`config.mk`:
```
export PLATFORM = sky130hd
export DESIGN_NAME = fetch
export DESIGN_NICKNAME = d
export VERILOG_FILES = /design/src/rtl/fetch_pkg.sv /design/src/rtl/fetch_fifo.sv /design/src/rtl/fetch.sv
export SDC_FILE = /design/constraint.sdc
export NUM_CORES = 1
export LEC_CHECK = 0
export BUFFER_PORTS_ARGS = -buffer_cell sky130_fd_sc_hd__buf_4
export CAP_MARGIN = 20
export CORE_UTILIZATION = 45
export CTS_CLUSTER_SIZE = 12
export DETAILED_ROUTE_END_ITERATION = 12
export GPL_TIMING_DRIVEN = 0
export MAX_ROUTING_LAYER = met4
export PLACE_DENSITY = 0.65
export SLEW_MARGIN = 20
export SYNTH_ARGS = -nofsm -noshare
export SYNTH_HDL_FRONTEND = slang
export SYNTH_SLANG_ARGS = --single-unit
```
`constraint.sdc`:
```
create_clock -name clk -period 5.4 [get_ports clk]
set_clock_uncertainty 0.2 [all_clocks]
set_input_delay 0.81 -clock clk [delete_from_list [all_inputs] [get_ports clk]]
set_output_delay 0.81 -clock clk [all_outputs]
set_load 0.01 [all_outputs]
```
`src/rtl/fetch_pkg.sv`:
```
// Shared defines for the fetch slice: word width, NOP encoding, opcodes.
// Also holds the {pc, instr} bundle carried through the fetch buffer.
`ifndef WORD
`define WORD 31:0
`endif

package fetch_pkg;

    localparam int XLEN = 32;

    typedef logic [XLEN-1:0] word_t;

    localparam word_t INSTR_NOP = 32'h0000_0013;

    localparam logic [6:0] OPCODE_LOAD   = 7'b0000011;
    localparam logic [6:0] OPCODE_OP_IMM = 7'b0010011;
    localparam logic [6:0] OPCODE_STORE  = 7'b0100011;
    localparam logic [6:0] OPCODE_OP     = 7'b0110011;
    localparam logic [6:0] OPCODE_BRANCH = 7'b1100011;
    localparam logic [6:0] OPCODE_JAL    = 7'b1101111;

    typedef struct packed {
        word_t pc;
        word_t instr;
    } fetch_entry_t;

    function automatic word_t pc_next(input word_t pc);
        return pc + 32'd4;
    endfunction

endpackage

```
`src/rtl/fetch_fifo.sv`:
```
// Synchronous instruction buffer of {pc, instr} entries.
// Flush empties it in one edge; push is ignored when full without a pop.
module fetch_fifo
    import fetch_pkg::*;
#(
    parameter int DEPTH = 2
) (
    input  logic                     clk,
    input  logic                     reset,
    input  logic                     flush,
    input  logic                     push,
    input  logic                     pop,
    input  fetch_entry_t             wdata,
    output fetch_entry_t             rdata,
    output logic                     full,
    output logic                     empty,
    output logic [$clog2(DEPTH):0]   count
);

    localparam int AW = $clog2(DEPTH);
    localparam int CW = AW + 1;

    fetch_entry_t       mem_q [DEPTH];
    fetch_entry_t       mem_d [DEPTH];
    logic [AW-1:0]      wptr_q, wptr_d;
    logic [AW-1:0]      rptr_q, rptr_d;
    logic [CW-1:0]      cnt_q, cnt_d;
    logic               do_push;
    logic               do_pop;

    // Pointer, count and storage next-state.
    always_comb begin
        full    = (cnt_q == CW'(DEPTH));
        empty   = (cnt_q == '0);
        count   = cnt_q;
        rdata   = mem_q[rptr_q];
        do_pop  = pop && !empty;
        do_push = push && (!full || do_pop);
        mem_d   = mem_q;
        wptr_d  = wptr_q;
        rptr_d  = rptr_q;
        cnt_d   = cnt_q;
        if (flush) begin
            wptr_d = '0;
            rptr_d = '0;
            cnt_d  = '0;
        end else begin
            if (do_push) begin
                mem_d[wptr_q] = wdata;
                wptr_d        = wptr_q + AW'(1);
            end
            if (do_pop) begin
                rptr_d = rptr_q + AW'(1);
            end
            cnt_d = cnt_q + CW'(do_push) - CW'(do_pop);
        end
    end

    // Buffer state registers.
    always_ff @(posedge clk or negedge reset) begin
        if (!reset) begin
            for (int i = 0; i < DEPTH; i++) begin
                mem_q[i] <= '0;
            end
            wptr_q <= '0;
            rptr_q <= '0;
            cnt_q  <= '0;
        end else begin
            mem_q  <= mem_d;
            wptr_q <= wptr_d;
            rptr_q <= rptr_d;
            cnt_q  <= cnt_d;
        end
    end

endmodule

```
`src/rtl/fetch.sv`:
```
// Credit-based instruction fetch stage feeding decode via fetch_fifo.
// Define FETCH_BYPASS_EN to let a response skip an empty buffer.
module fetch
    import fetch_pkg::*;
#(
    parameter word_t RESET_PC   = 32'h0000_0000,
    parameter int    FIFO_DEPTH = 2
) (
    input  logic         clk,
    input  logic         reset,
    input  logic         en,
    input  logic         redirectE,
    input  logic [`WORD] pcTargetE,
    output logic         imemReq,
    output logic [`WORD] imemAddr,
    input  logic         imemGnt,
    input  logic         imemRvalid,
    input  logic [`WORD] imemRdata,
    output logic [`WORD] pcD,
    output logic [`WORD] instrD,
    output logic         validD
);

    localparam int CW = $clog2(FIFO_DEPTH) + 1;
    localparam logic [CW:0] DEPTH_C = (CW+1)'(FIFO_DEPTH);

    word_t          pc_f_q, pc_f_d;
    word_t          rsp_pc_q, rsp_pc_d;
    logic [CW-1:0]  outst_q, outst_d;
    logic [CW-1:0]  drop_q, drop_d;
    word_t          dec_pc_q, dec_pc_d;
    word_t          dec_instr_q, dec_instr_d;
    logic           dec_valid_q, dec_valid_d;

    logic           grant;
    logic           rsp_drop;
    logic           rsp_use;
    logic           credit_ok;
    logic           fifo_push;
    logic           fifo_pop;
    logic           fifo_full;
    logic           fifo_empty;
    logic [CW-1:0]  fifo_count;
    fetch_entry_t   fifo_wdata;
    fetch_entry_t   fifo_rdata;

    fetch_fifo #(
        .DEPTH (FIFO_DEPTH)
    ) u_fifo (
        .clk   (clk),
        .reset (reset),
        .flush (redirectE),
        .push  (fifo_push),
        .pop   (fifo_pop),
        .wdata (fifo_wdata),
        .rdata (fifo_rdata),
        .full  (fifo_full),
        .empty (fifo_empty),
        .count (fifo_count)
    );

    // Request side: credits, PC advance, drop and response-PC tracking.
    always_comb begin
        rsp_drop  = imemRvalid && (drop_q != '0);
        rsp_use   = imemRvalid && !rsp_drop && !redirectE;
        credit_ok = ({1'b0, outst_q} + {1'b0, fifo_count}) < DEPTH_C;
        imemReq   = reset && !redirectE && credit_ok;
        imemAddr  = pc_f_q;
        grant     = imemReq && imemGnt;
        pc_f_d    = pc_f_q;
        rsp_pc_d  = rsp_pc_q;
        drop_d    = drop_q;
        outst_d   = outst_q + CW'(grant) - CW'(imemRvalid);
        if (redirectE) begin
            pc_f_d   = pcTargetE;
            rsp_pc_d = pcTargetE;
            drop_d   = outst_q - CW'(imemRvalid);
        end else begin
            if (grant) begin
                pc_f_d = pc_next(pc_f_q);
            end
            if (rsp_drop) begin
                drop_d = drop_q - CW'(1);
            end
            if (rsp_use) begin
                rsp_pc_d = pc_next(rsp_pc_q);
            end
        end
    end

    // Decode side: buffer push/pop, optional bypass, redirect flush.
    always_comb begin
        fifo_wdata  = '{pc: rsp_pc_q, instr: imemRdata};
        fifo_pop    = 1'b0;
        fifo_push   = 1'b0;
        dec_pc_d    = dec_pc_q;
        dec_instr_d = dec_instr_q;
        dec_valid_d = dec_valid_q;
        if (redirectE) begin
            dec_valid_d = 1'b0;
            dec_instr_d = INSTR_NOP;
        end else if (en) begin
            if (!fifo_empty) begin
                fifo_pop    = 1'b1;
                dec_pc_d    = fifo_rdata.pc;
                dec_instr_d = fifo_rdata.instr;
                dec_valid_d = 1'b1;
                fifo_push   = rsp_use;
            end else begin
`ifdef FETCH_BYPASS_EN
                if (rsp_use) begin
                    dec_pc_d    = rsp_pc_q;
                    dec_instr_d = imemRdata;
                    dec_valid_d = 1'b1;
                end else begin
                    dec_valid_d = 1'b0;
                end
`else
                dec_valid_d = 1'b0;
                fifo_push   = rsp_use && !fifo_full;
`endif
            end
        end else begin
            fifo_push = rsp_use && !fifo_full;
        end
    end

    always_comb begin
        pcD    = dec_pc_q;
        instrD = dec_instr_q;
        validD = dec_valid_q;
    end

    // Fetch and decode-side state registers.
    always_ff @(posedge clk or negedge reset) begin
        if (!reset) begin
            pc_f_q      <= RESET_PC;
            rsp_pc_q    <= RESET_PC;
            outst_q     <= '0;
            drop_q      <= '0;
            dec_pc_q    <= '0;
            dec_instr_q <= INSTR_NOP;
            dec_valid_q <= 1'b0;
        end else begin
            pc_f_q      <= pc_f_d;
            rsp_pc_q    <= rsp_pc_d;
            outst_q     <= outst_d;
            drop_q      <= drop_d;
            dec_pc_q    <= dec_pc_d;
            dec_instr_q <= dec_instr_d;
            dec_valid_q <= dec_valid_d;
        end
    end

endmodule

```
==> impl_metrics.py, run 1 <==
metrics = {
    "outcome": {
        "outcome": "finished clean",
    },
    "final_layout": {
        "drive_gt1_frac": 0.328,
        "area_delta_synth_final_pct": 23.1,
        "fin_nets": 1265,
        "antenna_cells": 0,
        "final_common_cell": "dfrtp_1",
        "register_area_um2": 6640,
        "multiInputGateArea_um2": 4850,
        "num-fill-cells": 2191,
        "fin_area_um2": 14500,
        "utilization": 0.571,
        "mostFrequentLayoutCells": "262 x dfrtp_1, 166 x buf_4, 137 x mux2_2",
    },
    "clocking": {
        "clk_pin_slew_ns": 0.06,
        "cts.repair.resized": 0,
        "ctsHoldBuffers": 0,
        "cts_sinks": 265,
        "root_buffer": "clkbuf_16",
        "cts_buffer_depth": 3,
        "clk-insertion-delay-late_ns": 0.54,
        "post-cts-setup-buffers": 0,
        "cts-htree-levels": 1,
        "cts_tree": "yes",
        "numCtsBuffers": 29,
    },
    "timing": {
        "maxSlewHeadroom": 0.394,
        "fin_crit_sh": 0.678,
        "setup_violations": 0,
        "hold_violations": 0,
        "tightest_slew_ns": 0.910,
        "finalMaxSlewViolations": 0,
        "period_needed_ns": 3.66,
        "final.setup.tns_ns": 0,
        "max_clock_freq_mhz": 273,
        "rsz0062_at_grt": "no",
    },
    "placement": {
        "hpwl_um": 22000,
        "place_congestion": 0.874,
        "io_buffers": 167,
        "place_area_um2": 13600,
    },
    "drt": {
        "routed_wirelength_um": 30300,
        "drtIter0Drc": 639,
        "num_vias": 8451,
        "viasPerCell": 5.49,
        "ant_nets": 0,
        "drt_first_pass_iters": 4,
        "drcViolationCount": 0,
        "wl_per_cell_um": 19.7,
    },
    "setup_path": {
        "critPathLaunchType": "primary input",
        "crit_buf_inv": 6,
        "r2r_slack_ns": 1.81,
        "cp.depth": 12,
        "cp_max_fo": 75,
        "cp_data_required_time_ns": 5.63,
        "startpoint": "reset",
        "cp_cell_sequence": "buf_8, buf_16, nor4b_2, and2_1, buf_2, inv_1, clkbuf_1, ha_1, inv_1, ha_1, xnor2_1, xnor2_1",
        "crit_end": "outst_q[1]",
        "worstPathArrival_ns": 3.89,
        "path_class": "primary input to flop",
        "cpPeakStageDelay_ns": 0.49,
        "reg2reg_from": "u_fifo.count[0]",
        "slowest_stage": "nor4b_2",
        "cp-end-kind": "flop",
        "cp_top_family": "buffers and inverters",
        "r2r-end": "outst_q[1]",
        "reg2reg_depth": 13,
    },
    "yosys": {
        "synth_top_area_cell": "dfrtp_1",
        "synth_edf_count": 0,
        "async_flop_share": 1.00,
        "synth_top_area_frac": 0.555,
        "ys_seq_elements": 265,
        "synth_fp_nets": 1064,
        "synth-seq-area-share": 0.562,
        "netlist_top_cells_area": "dfrtp_1 56%, mux2_2 13%, mux2i_1 5.6%",
        "syn_inst": 985,
        "netlist_area_um2": 11800,
        "synthFlopType": "dfrtp_1",
        "synth.distinct_cells": 56,
        "yosys_warnings": 0,
        "syn_avg_cell_area_um2": 12.0,
    },
    "power": {
        "p_clk_frac": 0.285,
        "ir_drop_v": 0.000321,
        "switching_power_mw": 2.04,
        "seqPwrFrac": 0.449,
        "pwr-share-comb": 0.267,
        "swShare": 0.298,
        "power_density_nw_per_um2": 472,
        "p_leak_nw": 6.42,
        "p_int_mw": 4.82,
    },
    "global_routing": {
        "grt_pass1_vias": 8635,
        "grt_first_pass_wirelength_um": 48300,
        "grt_usage": 0.242,
        "globalRouteOverflowTotal": 0,
        "antenna_found_initial": 0,
        "grt_max_degree": 76,
    },
    "floorplanning": {
        "die_area_um2": 26900,
        "num_rows": 58,
        "ios": 168,
        "die_w_um": 164,
        "initial_core_util": 0.464,
        "die_h_um": 164,
        "core_area_um2": 25500,
    },
    "job": {
        "maxCapViolCount": 0,
    },
    "worst_hold_path": {
        "hp-class": "primary input to async pin",
    },
}
[routing by layer]
layer  global-route usage  vias to the layer above  wire length (um)
met5                    -                        -                 0
met4               0.0673                        0               813
met3               0.0487                       53              1910
met2                0.370                      240             14000
met1                0.327                     4252             13500
li1                     -                     3906                 -
[power groups by stage]
stage	Clock, mW	Combinational, mW	Sequential, mW
5_1_grt	2.09	2.03	3.17
2_1_floorplan	0	1.12	3.08
3_3_place_gp	0	1.80	3.08
3_5_place_dp	0	1.86	3.11
6_report	1.96	1.83	3.08
4_1_cts	2.00	1.86	3.08
[registers in the layout, indices dropped and copies added (netlist names)]
register	flops
drop_q	2
imemAddr	32
instrD	32
outst_q	2
pcD	32
rsp_pc_q	32
u_fifo.count	2
u_fifo.mem_q	128
u_fifo.rptr_q	1
u_fifo.wptr_q	1
validD	1
[worst min path at each step]
stage / startpoint / to / slack (ns) / depth (start not counted)
final: reset / pcD[14] / 0.01 / 1
after global routing: reset / pcD[14] / 0.04 / 1
after CTS: reset / pcD[15] / 0.02 / 1
after detailed placement: pcD[16] / pcD[16] / 0.27 / 2
after global placement: pcD[16] / pcD[16] / 0.26 / 2
after floorplan: outst_q[0] / outst_q[0] / 0.28 / 1
[cells by family (layout without fill, tap and decap cells)]
logic type	count (synthesis)	count (layout)	share of synthesized area
multiplexers	203	203	0.187
buffers and inverters	79	302	0.0276
flip-flops	265	265	0.562
AND/OR/NAND/NOR	234	234	0.100
AO/OA/AOI/OAI	151	151	0.0811
adder cells (fa/ha/maj)	9	9	0.0102
XOR/XNOR	44	44	0.0326
[final cells by class]
cell class | count | share of cell area
Buffer | 57 | 0.0168
Clock buffer | 48 | 0.0645
Clock inverter | 5 | 0.00232
Inverter | 22 | 0.00568
Multi-Input combinational cell | 641 | 0.334
Sequential cell | 265 | 0.456
Tap cell | 330 | 0.0284
Timing Repair Buffer | 170 | 0.0924
[cells in the mapped netlist, types with 7 or more instances]
cell type,instances
dfrtp_1,262
mux2_2,137
nand2_1,81
mux2i_1,66
nor2_1,56
o21ai_0,56
clkbuf_1,34
xnor2_1,32
a211oi_1,29
nand3_1,28
inv_1,21
buf_2,18
nand4_1,17
xor2_1,12
a21oi_1,11
o211ai_1,11
o21ai_1,11
ha_1,8
o311ai_0,8
nor3_1,7
nor3_2,7
[metrics by stage]
stage / power, mW / hold slack, ns / instances / setup WS (ns)
2_1_floorplan: 4.20 / 0.278 / 985 / 2.34
3_5_place_dp: 4.97 / 0.273 / 1485 / 1.18
6_report: 6.87 / 0.0112 / 1538 / 1.74
3_3_place_gp: 4.88 / 0.264 / 1482 / -0.796
5_1_grt: 7.29 / 0.0356 / 1538 / 1.40
4_1_cts: 6.94 / 0.0212 / 1538 / 1.73
Note: power is estimated with default switching activity, not from simulation.
==> run 2: changes to the inputs <==
Settings changed: ABC_AREA set to 1, PLACE_DENSITY 0.65 to unset.
Clock period 5.4 ns to 3.7 ns, I/O delays scaled along.
==> impl_metrics.py, run 2 <==
metrics = {
    "clocking": {
        "clk-insertion-delay-late_ns": 0.53,
        "clk_pin_slew_ns": 0.06,
        "cts-htree-levels": 1,
        "root_buffer": "clkbuf_16",
        "cts_buffer_depth": 3,
        "cts_sinks": 265,
        "cts_tree": "yes",
        "numCtsBuffers": 29,
        "post-cts-setup-buffers": 0,
        "cts.repair.resized": 0,
        "ctsHoldBuffers": 1,
    },
    "yosys": {
        "synth.distinct_cells": 42,
        "ys_seq_elements": 265,
        "synth_simple_gate_area_frac": 0.231,
        "synth_top_family_by_area": "simple AND/OR/NAND/NOR gates",
        "synth_edf_count": 0,
        "synth_compound_area_frac": 0.119,
        "netlist_area_um2": 12500,
        "synthFlopType": "dfrtp_1",
        "synth_commonest_cells": "462 x nand2_1, 262 x dfrtp_1, 166 x nor2_1, 134 x inv_1, 129 x o21ai_0",
        "synth_xor_area_frac": 0.0168,
        "synth-seq-area-share": 0.530,
        "netlist_top_cells_area": "dfrtp_1 52%, nand2_1 14%, o21ai_0 5.2%",
        "async_flop_share": 1.00,
        "synth_fp_nets": 1595,
        "yosys_warnings": 0,
        "synth_top_area_frac": 0.524,
        "synth_mux_area_frac": 0.0232,
        "syn_avg_cell_area_um2": 8.25,
        "synth_top_area_cell": "dfrtp_1",
        "synth.most_common_cell": "nand2_1",
        "syn_inst": 1516,
        "synth_fa_ha_area_frac": 0.00960,
    },
    "placement": {
        "place_congestion": 0.919,
        "placed_cells": 2057,
        "hpwl_um": 26100,
        "io_buffers": 167,
    },
    "setup_path": {
        "worstPathArrival_ns": 2.48,
        "path_class": "primary input to primary output",
        "critPathLaunchType": "primary input",
        "cp_cell_sequence": "dlygate4sd3_1, buf_8, buf_16, nand3_4, inv_1, buf_4",
        "r2r_slack_ns": 1.28,
        "slowest_stage": "dlygate4sd3_1",
        "startpoint": "reset",
        "cp_top_family": "buffers and inverters",
        "cpPeakStageDelay_ns": 0.56,
        "crit_buf_inv": 5,
        "reg2reg_from": "u_fifo.count[0]",
        "cp-end-kind": "primary output",
        "r2r-end": "outst_q[1]",
        "reg2reg_depth": 11,
        "cp_max_fo": 89,
        "cp_data_required_time_ns": 2.94,
    },
    "final_layout": {
        "final_common_cell": "nand2_1",
        "mostFrequentLayoutCells": "462 x nand2_1, 262 x dfrtp_1, 168 x buf_4",
        "drive_gt1_frac": 0.164,
        "antenna_cells": 0,
        "register_area_um2": 6640,
        "top_register": "u_fifo.mem_q",
        "fin_nets": 1796,
        "fin_cells": 2111,
        "multiInputGateArea_um2": 5010,
        "area_delta_synth_final_pct": 22.1,
        "num-fill-cells": 2575,
        "largest_register_ff_count": 128,
    },
    "drt": {
        "routed_wirelength_um": 35600,
        "drt_first_pass_iters": 5,
        "num_vias": 10800,
        "drcViolationCount": 0,
        "wl_per_cell_um": 16.8,
        "viasPerCell": 5.11,
        "drtIter0Drc": 836,
        "ant_nets": 0,
    },
    "global_routing": {
        "grt_first_pass_wirelength_um": 57200,
        "globalRouteOverflowTotal": 0,
        "grt_usage": 0.262,
        "grt_max_degree": 96,
        "grt_pass1_vias": 10700,
        "antenna_found_initial": 0,
    },
    "timing": {
        "maxSlewHeadroom": 0.533,
        "finalMaxSlewViolations": 0,
        "setup_violations": 0,
        "period_needed_ns": 3.23,
        "rsz0062_at_grt": "no",
        "tightest_slew_ns": 0.700,
        "max_clock_freq_mhz": 309,
        "final.setup.tns_ns": 0,
        "hold_violations": 0,
        "fin_crit_sh": 0.874,
    },
    "outcome": {
        "outcome": "finished clean",
    },
    "worst_hold_path": {
        "hp-class": "primary input to flop",
        "min_path_cells": 3,
        "hp-start": "pcTargetE[1]",
        "whs_endpoint": "imemAddr[1]",
    },
    "floorplanning": {
        "num_rows": 60,
        "initial_core_util": 0.462,
        "die_area_um2": 28500,
        "die_h_um": 169,
        "die_w_um": 169,
        "ios": 168,
        "core_area_um2": 27100,
    },
    "power": {
        "power_density_nw_per_um2": 660,
        "p_leak_nw": 7.47,
        "ir_drop_v": 0.000372,
    },
    "job": {
        "maxCapViolCount": 0,
    },
}
run 2: cell types whose count changed in the layout (fill, tap and decap cells not counted), moves of 16 or more:
cell,before,now
mux2i_1,66,29
nor2_1,56,166
inv_1,21,134
buf_2,18,34
a211oi_1,29,0
mux2_2,137,0
nand3_1,28,56
o31ai_1,1,32
o21ai_1,11,68
o21ai_0,56,129
xnor2_1,32,3
nand2_1,81,462
run 2: area by class of cell:
cell class	instances	share of cell area
plain buffers	67	0.0223
clock buffers	50	0.0625
clock inverters	3	0.00115
inverters	140	0.0346
multi-input cells	1044	0.328
flip-flops and latches	265	0.434
well taps	372	0.0305
repair buffers	170	0.0868
run 2: through the flow:
step / hold slack, ns / setup slack, ns / util / power [mW] / cell area [um^2]
3_3_place_gp: 0.257 / -1.10 / 0.525 / 7.16 / 14200
4_1_cts: 0.0439 / 0.395 / 0.564 / 10.2 / 15300
6_report: 0.0587 / 0.468 / 0.564 / 10.1 / 15300
3_5_place_dp: 0.269 / 0.665 / 0.527 / 7.25 / 14300
5_1_grt: 0.0604 / 0.277 / 0.564 / 10.8 / 15300
2_1_floorplan: 0.0594 / 1.49 / - / 6.11 / 12500
run 2: routing by layer:
layer,routed length (um),global-route usage
met1,15900,0.342
met2,16900,0.428
met3,1690,0.0311
met4,975,0.0830
met5,0,-
run 2: how the worst max path moves through the flow:
stage / end / depth (start not counted)
floorplan: outst_q[1] / 9
global placement: outst_q[1] / 8
CTS: imemReq / 6
finish: imemReq / 6
detailed placement: outst_q[1] / 9
global route: imemReq / 6
run 2: report_power, final:
group	leakage, nW	internal [mW]	total [mW]	switching [mW]
registers	3.41	3.86	4.51	0.641
clock network	0.480	1.73	2.88	1.15
logic	3.58	1.14	2.70	1.55
total	7.47	6.74	10.1	3.34
run 2: worst min-delay path, delay by kind of cell:
kind | cells | cell delay [ns]
buffers and inverters | 1 | 0.08
AND/OR/NAND/NOR | 2 | 0.12
run 2: kinds of logic after synthesis:
family / count (synthesis)
flip-flops: 265
multiplexers: 29
AO/OA/AOI/OAI: 266
adder cells (fa/ha/maj): 9
AND/OR/NAND/NOR: 716
buffers and inverters: 207
XOR/XNOR: 24
==> run 3: changes to the inputs <==
Settings changed: PLACE_DENSITY set to 0.76, TNS_END_PERCENT set to 5.
==> impl_metrics.py, run 3 (same netlist as run 2, synthesis figures left out) <==
metrics = {
    "final_layout": {
        "antenna_cells": 0,
        "utilization": 0.561,
        "largest_register_ff_count": 128,
        "final_common_cell": "nand2_1",
        "fin_area_um2": 15200,
        "fin_cells": 2108,
        "top_register": "u_fifo.mem_q",
        "fin_nets": 1795,
        "mostFrequentLayoutCells": "462 x nand2_1, 262 x dfrtp_1, 168 x buf_4",
        "drive_gt1_frac": 0.159,
        "area_delta_synth_final_pct": 21.5,
    },
    "worst_hold_path": {
        "min_path_cells": 3,
        "whs_endpoint": "imemAddr[0]",
        "hp-start": "pcTargetE[0]",
        "hp-class": "primary input to flop",
    },
    "global_routing": {
        "grt_pass1_vias": 10800,
        "grt_usage": 0.257,
        "grt_first_pass_wirelength_um": 56300,
        "globalRouteOverflowTotal": 0,
        "grt_max_degree": 107,
        "antenna_found_initial": 0,
    },
    "timing": {
        "period_needed_ns": 2.89,
        "maxSlewHeadroom": 0.503,
        "rsz0062_at_grt": "no",
        "hold_violations": 0,
        "final.setup.tns_ns": 0,
        "max_clock_freq_mhz": 346,
        "holdWs_ns": 0.0295,
        "setup_violations": 0,
        "tightest_slew_ns": 0.746,
        "finalMaxSlewViolations": 0,
        "fin_crit_sh": 0.781,
    },
    "setup_path": {
        "reg2reg_depth": 11,
        "path_class": "primary input to primary output",
        "cp-end-kind": "primary output",
        "critPathLaunchType": "primary input",
        "reg2reg_from": "u_fifo.count[0]",
        "worstPathArrival_ns": 2.13,
        "r2r_slack_ns": 1.30,
        "cp_max_fo": 94,
        "r2r-end": "outst_q[1]",
        "cp_data_required_time_ns": 2.94,
    },
    "power": {
        "switching_power_mw": 3.38,
        "ir_drop_v": 0.000384,
        "p_clk_frac": 0.276,
        "power_density_nw_per_um2": 658,
        "p_int_mw": 6.61,
        "pwr-share-comb": 0.271,
        "p_leak_nw": 7.42,
        "swShare": 0.338,
        "seqPwrFrac": 0.453,
    },
    "clocking": {
        "cts-htree-levels": 1,
        "clk-insertion-delay-late_ns": 0.56,
        "cts_sinks": 265,
        "clk_pin_slew_ns": 0.06,
        "cts_buffer_depth": 3,
        "numCtsBuffers": 28,
        "cts.repair.resized": 0,
        "cts_tree": "yes",
        "root_buffer": "clkbuf_16",
    },
    "floorplanning": {
        "die_area_um2": 28500,
        "ios": 168,
        "num_rows": 60,
        "die_h_um": 169,
        "die_w_um": 169,
        "core_area_um2": 27100,
        "initial_core_util": 0.462,
    },
    "drt": {
        "wl_per_cell_um": 16.5,
        "viasPerCell": 5.22,
        "drcViolationCount": 0,
        "ant_nets": 0,
        "drt_first_pass_iters": 5,
        "drtIter0Drc": 1052,
        "num_vias": 11000,
        "routed_wirelength_um": 34800,
    },
    "placement": {
        "place_area_um2": 14300,
        "place_congestion": 0.941,
        "io_buffers": 167,
        "hpwl_um": 25500,
        "placed_cells": 2057,
    },
    "outcome": {
        "outcome": "finished clean",
    },
    "job": {
        "maxCapViolCount": 0,
    },
}
-- run 3: changes by cell type in the layout (fill, tap and decap cells not counted) --
cell / delta
clkinv_16: +1
clkinv_2: +1
clkbuf_16: -1
clkbuf_1: +6
bufinv_16: +2
clkbuf_8: -12
-- run 3: repair_timing --
action,CTS,global route
endpoints found under the hold margin,91,0
setup buffers,0,0
hold buffers,1,0
-- run 3: per-stage QoR --
stage	total power [mW]	setup slack [ns]
after floorplan	6.11	1.49
after global placement	7.12	-0.955
after detailed placement	7.25	1.10
after CTS	10.0	0.783
after global routing	10.6	0.672
final	10.0	0.812
-- run 3: final cells by class --
type	count	area (um^2)
fillers	2453	11900
flip-flops and latches	265	6640
multi-input cells	1044	5010
repair buffers	170	1330
clock buffers	43	787
inverters	140	528
well taps	372	465
plain buffers	67	340
clock inverters	7	113
-- run 3: how the worst max path moves through the flow --
stage	start	endpoint	depth (start not counted)
after CTS	reset	imemReq	5
after detailed placement	reset	outst_q[1]	8
after floorplan	outst_q[1]	outst_q[1]	9
after global placement	reset	outst_q[1]	8
after global routing	reset	imemReq	5
final	reset	imemReq	5
-- run 3: layer usage --
layer,global-route usage,wire length [um]
met5,-,0
met4,0.0763,1030
met3,0.0360,2390
met2,0.405,15900
met1,0.346,15500
-- run 3: power groups by stage --
| stage | logic (mW) | registers [mW] | clock network (mW) |
|---|---|---|---|
| 2_1_floorplan | 1.62 | 4.49 | 0 |
| 3_3_place_gp | 2.61 | 4.50 | 0 |
| 3_5_place_dp | 2.71 | 4.54 | 0 |
| 4_1_cts | 2.73 | 4.51 | 2.79 |
| 5_1_grt | 3.07 | 4.64 | 2.91 |
| 6_report | 2.71 | 4.53 | 2.76 |
-- run 3: critical path: stages --
cell and delay, ns:
dlygate4sd3_1 0.56, buf_8 0.55, nand3_4 0.17, inv_1 0.09, buf_4 0.11
